[src/rtl/wb_write_buffer_if.sv]
// Writeback buffer bus bundle.
// Groups the request side (in_*), the register-file write port (regwrite/WR/WD),
// the pending-write lookup (look_*) and the occupancy status (count/empty).
//   master : the writeback source / read-side logic that drives requests and lookups
//   slave  : the write buffer itself
interface wb_write_buffer_if #(
  parameter int DEPTH = 4,
  parameter int AW    = 5,
  parameter int DW    = 32
);
  localparam int CW = $clog2(DEPTH) + 1;

  logic          in_valid;
  logic          in_ready;
  logic [AW-1:0] in_reg;
  logic [DW-1:0] in_data;
  logic          wb_stall;
  logic          regwrite;
  logic [AW-1:0] WR;
  logic [DW-1:0] WD;
  logic [AW-1:0] look_reg;
  logic          look_hit;
  logic [DW-1:0] look_data;
  logic [CW-1:0] count;
  logic          empty;

  modport master (
    output in_valid, in_reg, in_data, wb_stall, look_reg,
    input  in_ready, regwrite, WR, WD, look_hit, look_data, count, empty
  );

  modport slave (
    input  in_valid, in_reg, in_data, wb_stall, look_reg,
    output in_ready, regwrite, WR, WD, look_hit, look_data, count, empty
  );
endinterface

[src/rtl/wb_write_buffer.sv]
// Register-file write buffer.
// Queues writeback requests in a DEPTH-entry circular FIFO and drains one per
// cycle onto the register file write port. x0 requests are accepted but dropped.
// A combinational lookup reports the youngest queued value for look_reg so the
// read side can bypass writes that have not reached the register file yet.
// Ports:
//   clk, rst : clock, synchronous active-high reset
//   bus      : wb_write_buffer_if.slave (request, write port, lookup, status)

// Per-slot match: a slot is live when its distance from head is below count.
module wb_write_buffer_slot #(
  parameter int AW = 5,
  parameter int PW = 2,
  parameter int CW = 3
) (
  input  logic [PW-1:0] slot,
  input  logic [PW-1:0] head,
  input  logic [CW-1:0] count,
  input  logic [AW-1:0] ent_reg,
  input  logic [AW-1:0] look_reg,
  output logic          match
);
  logic [PW-1:0] age;

  assign age   = slot - head;
  assign match = ({1'b0, age} < count) && (ent_reg == look_reg) && (look_reg != '0);
endmodule

module wb_write_buffer #(
  parameter int DEPTH = 4,
  parameter int AW    = 5,
  parameter int DW    = 32
) (
  input  logic               clk,
  input  logic               rst,
  wb_write_buffer_if.slave   bus
);
  localparam int PW = $clog2(DEPTH);
  localparam int CW = PW + 1;

  typedef struct packed {
    logic [AW-1:0] rd;
    logic [DW-1:0] data;
  } wb_req_t;

  wb_req_t [DEPTH-1:0] ent;
  logic    [PW-1:0]    head, tail;
  logic    [CW-1:0]    count;
  logic                empty, full, push, pop;
  logic    [DEPTH-1:0] match;
  logic                hit;
  logic    [DW-1:0]    hit_data;
  logic    [PW-1:0]    idx;

  assign empty = (count == '0);
  assign full  = (count == CW'(DEPTH));
  // Ready is state-only: a same-cycle drain does not free a slot for push.
  assign push  = bus.in_valid && !full && (bus.in_reg != '0);
  assign pop   = !empty && !bus.wb_stall;

  always_ff @(posedge clk) begin
    if (rst) begin
      head  <= '0;
      tail  <= '0;
      count <= '0;
    end else begin
      if (push) tail <= tail + PW'(1);
      if (pop)  head <= head + PW'(1);
      count <= count + CW'(push) - CW'(pop);
    end
  end

  // Payload storage needs no reset; liveness comes from head/count.
  always_ff @(posedge clk) begin
    if (push) ent[tail] <= '{rd: bus.in_reg, data: bus.in_data};
  end

  for (genvar s = 0; s < DEPTH; s++) begin : g_slot
    wb_write_buffer_slot #(.AW(AW), .PW(PW), .CW(CW)) u_slot (
      .slot     (PW'(s)),
      .head     (head),
      .count    (count),
      .ent_reg  (ent[s].rd),
      .look_reg (bus.look_reg),
      .match    (match[s])
    );
  end

  // Walk from oldest to youngest; the last match seen wins.
  always_comb begin
    hit      = 1'b0;
    hit_data = '0;
    idx      = '0;
    for (int j = 0; j < DEPTH; j++) begin
      idx = head + PW'(j);
      if (match[idx]) begin
        hit      = 1'b1;
        hit_data = ent[idx].data;
      end
    end
  end

  assign bus.in_ready  = !full;
  assign bus.regwrite  = pop;
  assign bus.WR        = empty ? '0 : ent[head].rd;
  assign bus.WD        = empty ? '0 : ent[head].data;
  assign bus.look_hit  = hit;
  assign bus.look_data = hit_data;
  assign bus.count     = count;
  assign bus.empty     = empty;
endmodule
[src/flat_wrapper.sv]
// flat-port wrapper written by rule: the top's interface ports become plain ports
module wb_write_buffer_flat 
#(
  parameter int DEPTH = 4,
  parameter int AW    = 5,
  parameter int DW    = 32
)
  (clk, rst, bus_in_valid, bus_in_reg, bus_in_data, bus_wb_stall, bus_look_reg, bus_in_ready, bus_regwrite, bus_WR, bus_WD, bus_look_hit, bus_look_data, bus_count, bus_empty);
  wb_write_buffer_if #(.DEPTH(DEPTH), .AW(AW), .DW(DW)) bus_i ();
  input  logic clk;
  input  logic rst;
  input wire logic [$bits(bus_i.in_valid)-1:0] bus_in_valid;
  input wire logic [$bits(bus_i.in_reg)-1:0] bus_in_reg;
  input wire logic [$bits(bus_i.in_data)-1:0] bus_in_data;
  input wire logic [$bits(bus_i.wb_stall)-1:0] bus_wb_stall;
  input wire logic [$bits(bus_i.look_reg)-1:0] bus_look_reg;
  output wire logic [$bits(bus_i.in_ready)-1:0] bus_in_ready;
  output wire logic [$bits(bus_i.regwrite)-1:0] bus_regwrite;
  output wire logic [$bits(bus_i.WR)-1:0] bus_WR;
  output wire logic [$bits(bus_i.WD)-1:0] bus_WD;
  output wire logic [$bits(bus_i.look_hit)-1:0] bus_look_hit;
  output wire logic [$bits(bus_i.look_data)-1:0] bus_look_data;
  output wire logic [$bits(bus_i.count)-1:0] bus_count;
  output wire logic [$bits(bus_i.empty)-1:0] bus_empty;
  assign bus_i.in_valid = bus_in_valid;
  assign bus_i.in_reg = bus_in_reg;
  assign bus_i.in_data = bus_in_data;
  assign bus_i.wb_stall = bus_wb_stall;
  assign bus_i.look_reg = bus_look_reg;
  assign bus_in_ready = bus_i.in_ready;
  assign bus_regwrite = bus_i.regwrite;
  assign bus_WR = bus_i.WR;
  assign bus_WD = bus_i.WD;
  assign bus_look_hit = bus_i.look_hit;
  assign bus_look_data = bus_i.look_data;
  assign bus_count = bus_i.count;
  assign bus_empty = bus_i.empty;
  wb_write_buffer #(.DEPTH(DEPTH), .AW(AW), .DW(DW)) u_core (.clk(clk), .rst(rst), .bus(bus_i));
endmodule
[config.mk]
export PLATFORM = sky130hd
export DESIGN_NAME = wb_write_buffer_flat
export DESIGN_NICKNAME = d
export VERILOG_FILES = /design/src/rtl/wb_write_buffer_if.sv /design/src/rtl/wb_write_buffer.sv /design/src/flat_wrapper.sv
export SDC_FILE = /design/constraint.sdc
export NUM_CORES = 1
export LEC_CHECK = 0
export BUFFER_PORTS_ARGS = -buffer_cell sky130_fd_sc_hd__buf_4
export CAP_MARGIN = 10
export CORE_MARGIN = 3
export CORE_UTILIZATION = 45
export DETAILED_ROUTE_END_ITERATION = 10
export PLACE_DENSITY = 0.75
export SETUP_SLACK_MARGIN = 0.05
export SLEW_MARGIN = 10
export SYNTH_ARGS = -nofsm -noshare
export SYNTH_HDL_FRONTEND = slang
export SYNTH_SLANG_ARGS = --single-unit
[constraint.sdc]
create_clock -name clk -period 3.95 [get_ports clk]
set_input_delay 0.5925 -clock clk [delete_from_list [all_inputs] [get_ports clk]]
set_output_delay 0.5925 -clock clk [all_outputs]
set_load 0.02 [all_outputs]
Word level (Yosys, flattened, before mapping)
Cells that the tools add are included.

Flip-flop bits (word level): 155. Input bits: 46. Logic and storage cells: 83. Output and inout bits: 76.

Mux-type cells: 29. $lt $le $gt $ge: 10. Reductions and logical operators: 18. Add/subtract/negate cells: 10. Eq/ne operators: 5.

Operators with widths (number): binary-select mux 37 bit (select 2 bit) (4); 2-to-1 mux 32 bit (8); bitwise mux 148 bit (1); demux 37 bit (select 2 bit) (1); 2-to-1 mux 37 bit (2); == test 5 bit (4); < comparator 2 x 3 -> 1 bit (second input constant) (5); logical AND 1 bit (12); < comparator 2 x 3 -> 1 bit (4); nonzero test 5 bit (2); binary-select mux 1 bit (select 2 bit) (4); 2-to-1 mux 1 bit (8); 2-to-1 mux 5 bit (1); adder 2 x 1 -> 2 bit (second input constant) (2); adder 2 bit (second input constant) (2); subtractor 1 x 2 -> 2 bit (first input constant) (2); subtractor 2 bit (first input constant) (2); adder 3 x 1 -> 3 bit (1); == test 3 bit (second input constant) (1); logical NOT 1 bit (3); logical NOT 3 bit (1); subtractor 3 x 1 -> 3 bit (1); >= comparator 2 x 1 -> 1 bit (second input constant) (1).

Logic depth before layout (Yosys ltp)
Gate-level depths: netlist of run 1.

Word-level depth: 10. Gate-level depth with buffers: 15. Mapped depth without buffers: 10.

Hierarchy
A second synthesis of run 1 with hierarchy kept.

Cell total of the unflattened synthesis: 620. Area, all modules: 9703.1 µm².

Modules (own cells, without submodules): wb_write_buffer (cells an instance 552, area an instance 9162.5 µm², sequential area each 4584.4 µm², times used 1); wb_write_buffer_slot (cells an instance 17, area an instance 135.1 µm², sequential area each 0.0 µm², times used 4).

Worst setup path before layout of run 1
No wires, ideal clock.

Kind: register to output. From: register u_core.head[1]. To: output bus_look_data[17]. Required time: 3.357 ns. Stages on the path, launching flop included: 14. Data arrival time: 3.669 ns. Path buffers: 4. Slack: -0.312 ns. Cells stage by stage: dfxtp_1 -> buf_2 -> clkbuf_1 -> clkbuf_1 -> clkbuf_1 -> xnor2_1 -> inv_1 -> ha_1 -> a21o_1 -> a2111oi_2 -> o2111ai_2 -> a21oi_4 -> a221oi_1 -> a211oi_1.

Word-level cells in the longest chain between the ends: 10. Elaborated cells on any way between the ends: 39. Those cells by class: 7 x add/sub; 4 x order compare; 20 x mux; 8 x reduce/logical.

RTL lines: start: declaration (RTL line wb_write_buffer.sv:47) `logic [PW-1:0] head, tail;`; start signal: assignment (RTL line wb_write_buffer.sv:68) `if (pop) head <= head + PW'(1);`; subtractor 1 x 2 -> 2 bit or subtractor 2 bit (tied branches) (RTL line wb_write_buffer.sv:25) `assign age = slot - head;`; < comparator 2 x 3 -> 1 bit (RTL line wb_write_buffer.sv:26) `assign match = ({1'b0, age} < count) && (ent_reg == look_reg) && (look_reg != '0);`; logical AND 1 bit (2 in series) (RTL line wb_write_buffer.sv:26); binary-select mux 1 bit (select 2 bit) (RTL line wb_write_buffer.sv:96) `if (match[idx]) begin`; 2-to-1 mux 1 bit (implied by the code) (RTL line wb_write_buffer.sv:96); 2-to-1 mux 32 bit (3 in series) (RTL line wb_write_buffer.sv:96); 2-to-1 mux 32 bit (*) (RTL line wb_write_buffer.sv:96); end: declaration (RTL line flat_wrapper.sv:22) `output wire logic [$bits(bus_i.look_data)-1:0] bus_look_data;`.

Every way passes the cells marked *; elsewhere a longest branch is shown, timed or not. The select of a mux whose other input is x is not followed.

Final worst setup path of run 1
From: register u_core.head[1]. To: output bus_look_data[22].

The elaborated chain is that of the path after synthesis.

==> results.yml, run 1 <==
outcome:
  status: "finished clean"
drt:
  vias: 7072
  routed_wl_mm: 24.2
  drc: 0
  drtPass1Iterations: 5
  avgViaCountPerCell: 5.74
  drtIter0Drc: 441
  wl_per_cell_um: 19.6
  final_antenna_net_count: 0
logic_synthesis:
  synth_compound_area_share_pct: 18.4
  synthFlopType: "edfxtp_1"
  netlist_area_sq_mm: 0.00962
  synth.area.mux_share_pct: 15.4
  synth_nets: 895
  synth_top_area_share_pct: 46.2
  synth-simple-area-share_pct: 10.3
  ys_top_cells_by_count: "148 x edfxtp_1, 103 x nand2_1, 100 x o21ai_0, 65 x mux2i_1, 64 x mux2_2"
  yosysSeqAreaShare_pct: 47.6
  synthTopCellsByArea: "edfxtp_1 46%, a221oi_2 9.5%, mux2_2 7.5%"
  synth-xor-area-share_pct: 2.37
  synth_top_family_by_area: "compound AO/OA/AOI/OAI gates"
  synth_top_cell_by_area: "edfxtp_1"
  synthMostInstantiatedCell: "edfxtp_1"
  synth_cell_types: 45
  async_reset_ff_share_pct: 0
  ys_seq_elements: 155
  synth_warnings: 0
  yosys.area_share.adder_pct: 1.51
  synth_edf_count: 148
  synth_area_per_cell_sq_um: 11.5
  synth_cells: 838
clock_tree:
  numCtsBuffers: 17
  cts_tree: "yes"
  hold_buffers: 0
  clk_path_buf_depth: 2
  h-tree-depth: 4
  clock-root-buffer: "clkbuf_16"
  clock_latency_ns: 0.42
  clkSinkCount: 155
  path_clk_slew_ns: 0.06
final_layout:
  finalInstanceArea_sq_mm: 0.0117
  layout-drive-gt1-share_pct: 37.1
  final_util_pct: 56.9
  antenna_cells: 0
  layout.nets: 1008
  n_fill_cell: 1672
  area_growth_pct: 22.0
  largest_reg_flops: 148
sta:
  timing.fmax_mhz: 260
  whs_ns: 0.369
  hold_viol_final: 0
  fin_skew_ns: 0.00528
  slew_headroom_pct: 45.7
  setup_viol: 0
  slew_violations: 0
  setup-tns-final_ns: 0
  worst_pin_slew_ns: 0.815
  period_needed_ns: 3.84
  period_share_pct: 97.3
  grt_setup_unrepaired: "yes"
global_route:
  grt_max_degree: 103
  gr-total-overflow: 0
  grt_pass1_vias: 6937
  grt_pass1_wl_mm: 37.1
  grt_usage_pct: 20.0
  antenna_found_initial: 0
setup_path:
  startpoint_type: "flip-flop"
  crit_path_top_delay_cell: "nor4_2"
  crit_arrival_ns: 3.25
  path_max_fanout: 13
  crit_type: "flip-flop to output pin"
  cpPeakStageDelay_ns: 0.37
  cp_num_buf_inv: 4
  end_kind: "output pin"
  crit_chain: "xnor2_2 -> inv_1 -> ha_1 -> nor2_1 -> o21ai_1 -> nor4_2 -> buf_4 -> o21ai_1 -> nand2_2 -> a21oi_4 -> buf_6 -> a221oi_4 -> buf_4"
  cp.required_ns: 3.36
  crit_family: "simple AND/OR/NAND/NOR gates"
min_path:
  min_path_type: "primary input to flip-flop"
floorplan:
  num_io_pins: 122
  die_y_um: 152
  start_util_pct: 46.7
  die_w_um: 152
  die-area_sq_mm: 0.0232
  rows: 52
  core_sq_mm: 0.0206
pwr:
  p_per_area_mw_per_mm2: 630
  report.power.total_mw: 7.40
  leakage_nw: 4.17
  ir_drop_mv: 0.346
place:
  io_buffers: 121
  gp_congestion: 0.776
  dp_hpwl_mm: 15.5
  dpl_cell_area_sq_mm: 0.0108
job:
  cap_violations: 0
timing repair:
action / 4_1_cts / 5_1_grt
hold endpoints to repair: 0 / 0
setup endpoints to repair: 32 / 32
resized for setup: 13 / 27
buffers inserted: 1 / 4
cloned: 1 / 2
pin swaps: 1 / 8
per-layer routing:
layer	vias up	share of wire [%]	track usage, %	wire (um)
met2	191	51	35.1	12300
li1	3394	-	-	-
met3	27	5.1	4.32	1240
met5	-	0	0	0
met4	0	1.0	4.84	250
met1	3460	43	25.4	10400
through the flow:
stage	std cells	setup WS, ns
final	1233	0.106
after CTS	1227	0.0526
after floorplan	838	0.0689
after global routing	1233	-0.00908
after global placement	1194	0.105
after detailed placement	1194	0.00231
kinds of logic after synthesis:
logic type	Yosys count
AOI/OAI and AO/OA	214
xor gates and xnor gates	26
adders and majority gates	11
buffers and inverters	81
DFF	155
muxes	134
and+or+nand+nor	217
cell type report:
class	count	area (sq um)	share of cell area [%]
multi-input combinational	603	4810	41.0
sequential	155	4590	39.1
timing repair buffer	164	1390	11.8
clock buffer	17	425	3.62
tap	270	338	2.88
clock inverter	14	148	1.26
inverter	10	37.5	0.320
cell usage in the layout, fill, tap and decap left out, types with 3 or more instances in the layout:
cell and instances:
buf_6 6, mux2i_1 65, a221oi_2 57, buf_4 148, nor2_1 45, o21ai_1 4
dfxtp_1 5, and2_2 4, nor4_2 3, o21ai_0 98, inv_1 8, a221oi_4 4
or4_1 4, clkinv_4 3, a21o_1 3, mux4_2 5, a21oi_4 4, buf_12 6
nand3_1 5, nor3_2 3, xnor2_1 25, clkbuf_16 19, ha_1 10, mux2_2 64
a21oi_1 34, nor2b_1 38, clkinvlp_4 4, nand2_1 102, edfxtp_1 148
report_power, final:
part / internal [mW] / switching (mW) / total, mW
sequential: 2.01 / 0.0929 / 2.10
clock: 0.927 / 0.643 / 1.57
combinational: 1.55 / 2.18 / 3.73
total: 4.49 / 2.91 / 7.40
final timing paths:
path / start / end / slack, ns / depth (start not counted)
worst max-delay path: u_core.head[1] / bus_look_data[22] / 0.11 / 13
worst min-delay path: bus_in_data[24] / u_core.ent[135] / 0.37 / 1
worst max register to register: u_core.bus.count[1] / u_core.ent[125] / 1.31 / 7
worst min register to register: u_core.tail[1] / u_core.tail[1] / 0.55 / 2
(Power assumes the default switching activity.)
==> inputs of run 2 (changes only) <==
--- a/config.mk
+++ b/config.mk
@@ -7,7 +7,6 @@
 export LEC_CHECK = 0
 export BUFFER_PORTS_ARGS = -buffer_cell sky130_fd_sc_hd__buf_4
 export CAP_MARGIN = 10
-export CORE_MARGIN = 3
 export CORE_UTILIZATION = 45
 export DETAILED_ROUTE_END_ITERATION = 10
 export PLACE_DENSITY = 0.75
==> constraint.sdc (replaced) <==
create_clock -name clk -period 3.95 [get_ports clk]
set_input_delay 0.5925 -clock clk [delete_from_list [all_inputs] [get_ports clk]]
set_output_delay 0.5925 -clock clk [all_outputs]
set_load 0.05 [all_outputs]
==> run 2 against run 1 <==
- clock skew is 0.0017 ns higher
- clock power is 9% lower
- sequential share of layout area is 1.1 points lower
- via count is 1.4% lower
- highest routed layer unchanged
==> results.yml, run 2 (synthesized netlist as in run 1, its figures left out) <==
job:
  cap_violations: 0
global_route:
  grt_usage_pct: 22.0
  antenna_found_initial: 0
  grt_max_degree: 85
  grt_pass1_wl_mm: 36.8
  grt_pass1_vias: 6985
  gr-total-overflow: 0
min_path:
  min_path_type: "primary input to flip-flop"
  hold_depth: 1
drt:
  top_layer_used: "met4"
  wl_met1_mm: 10.3
  drc: 0
  wl_met3_mm: 1.10
  drtIter0Drc: 430
  final_antenna_net_count: 0
  wl_met2_mm: 12.2
  routed_wl_mm: 24.1
  vias: 6972
  wl_per_cell_um: 19.6
  drtPass1Iterations: 7
  avgViaCountPerCell: 5.68
final_layout:
  layout.nets: 998
  area_growth_pct: 25.6
  layout-drive-gt1-share_pct: 36.7
  largest_reg_flops: 148
  antenna_cells: 0
  final_common_cell: "edfxtp_1"
  final_util_pct: 57.5
  most-common-layout-cells: "148 x edfxtp_1, 120 x buf_4, 102 x nand2_1, 98 x o21ai_0, 65 x mux2i_1"
clock_tree:
  path_clk_slew_ns: 0.06
  clock-root-buffer: "clkbuf_16"
  clkSinkCount: 155
  clk_path_buf_depth: 2
  numCtsBuffers: 17
  clock_latency_ns: 0.43
  h-tree-depth: 4
  cts_tree: "yes"
floorplan:
  die-area_sq_mm: 0.0220
  die_w_um: 148
  die_y_um: 148
  rows: 53
  num_io_pins: 122
  start_util_pct: 45.8
  core_sq_mm: 0.0210
sta:
  slew_violations: 0
  fin_skew_ns: 0.00697
  worst_pin_slew_ns: 0.754
  period_share_pct: 97.0
  setup_ws_ns: 0.118
  grt_setup_unrepaired: "yes"
  whs_ns: 0.359
  slew_headroom_pct: 49.8
  setup_viol: 0
  period_needed_ns: 3.83
  setup-tns-final_ns: 0
  hold_viol_final: 0
  timing.fmax_mhz: 261
setup_path:
  cp.required_ns: 3.36
  crit_chain: "xnor2_2 -> inv_1 -> ha_4 -> a21o_1 -> a2111oi_4 -> o2111ai_2 -> a21oi_4 -> buf_12 -> clkbuf_16 -> a221oi_2 -> a221oi_4 -> buf_4"
  crit_type: "flip-flop to output pin"
  cp_num_buf_inv: 4
  crit_family: "compound AO/OA/AOI/OAI gates"
  crit_path_top_delay_cell: "a2111oi_4"
  end_kind: "output pin"
  cpPeakStageDelay_ns: 0.47
  startpoint_type: "flip-flop"
  crit_arrival_ns: 3.24
  r2r_cells: 6
  rrSetupSlack_ns: 1.54
  cp.depth: 12
  path_max_fanout: 7
pwr:
  ir_drop_mv: 0.539
  p_sw_mw: 3.78
  leakage_nw: 4.12
  comb_power_share_pct: 56.9
  power_frac_clock_pct: 17.4
  internal_power_mw: 4.45
  swShare_pct: 45.9
  p_per_area_mw_per_mm2: 680
  report.power.total_mw: 8.23
  seqPwrFrac_pct: 25.7
place:
  pre_cts_ws_ns: 0.0480
  dp_hpwl_mm: 15.3
  gp_congestion: 0.824
  io_buffers: 121
outcome:
  status: "finished clean"
[run 2: cell count changes in the layout (fill, tap and decap cells not counted), moves of 2 or more]
cell	change
a221oi_2	-28
a221oi_4	+29
buf_12	+6
buf_4	-28
buf_6	+12
bufinv_16	-2
clkinv_2	+5
clkinv_4	-2
inv_6	-2
[run 2: metrics by stage]
stage	std cells	instance area, sq um
3_3_place_gp	1188	11200
2_1_floorplan	838	10000
4_1_cts	1224	11900
3_5_place_dp	1188	11200
5_1_grt	1228	12100
6_report	1228	12100
[run 2: metal layers]
layer | up-vias | global-route usage, %
li1 | 3364 | -
met3 | 47 | 3.87
met2 | 192 | 38.5
met4 | 0 | 8.92
met5 | - | 0
met1 | 3369 | 26.8
[run 2: path summary, 6_finish.rpt]
kind                                           from                 to
worst min register to register       u_core.tail[1]     u_core.tail[1]
worst min-delay path                bus_in_data[18]     u_core.ent[55]
worst max-delay path                 u_core.head[0]  bus_look_data[30]
worst max register to register  u_core.bus.count[0]     u_core.ent[31]
[run 2: layout make-up]
class	instances	area, sq um
flip-flops and latches	155	4590
clock inverters	13	81.3
fillers	1699	8930
well taps	275	344
clock buffers	18	429
inverters	10	37.5
repair buffers	155	1460
multi-input cells	602	5140
[run 2: repair_timing]
action / in CTS / in global routing
gates resized for setup: 13 / 24
gates cloned: 0 / 3
setup buffers: 5 / 1
pin swaps: 2 / 5
endpoints found under the setup margin: 32 / 32
hold buffers: 0 / 0
[run 2: power by group through the flow]
stage / clock, mW / sequential, mW / combinational [mW]
floorplan: 0 / 2.14 / 3.48
global route: 1.52 / 2.13 / 5.00
finish: 1.43 / 2.12 / 4.68
detailed placement: 0 / 2.14 / 4.57
global placement: 0 / 2.13 / 4.51
CTS: 1.45 / 2.11 / 4.63
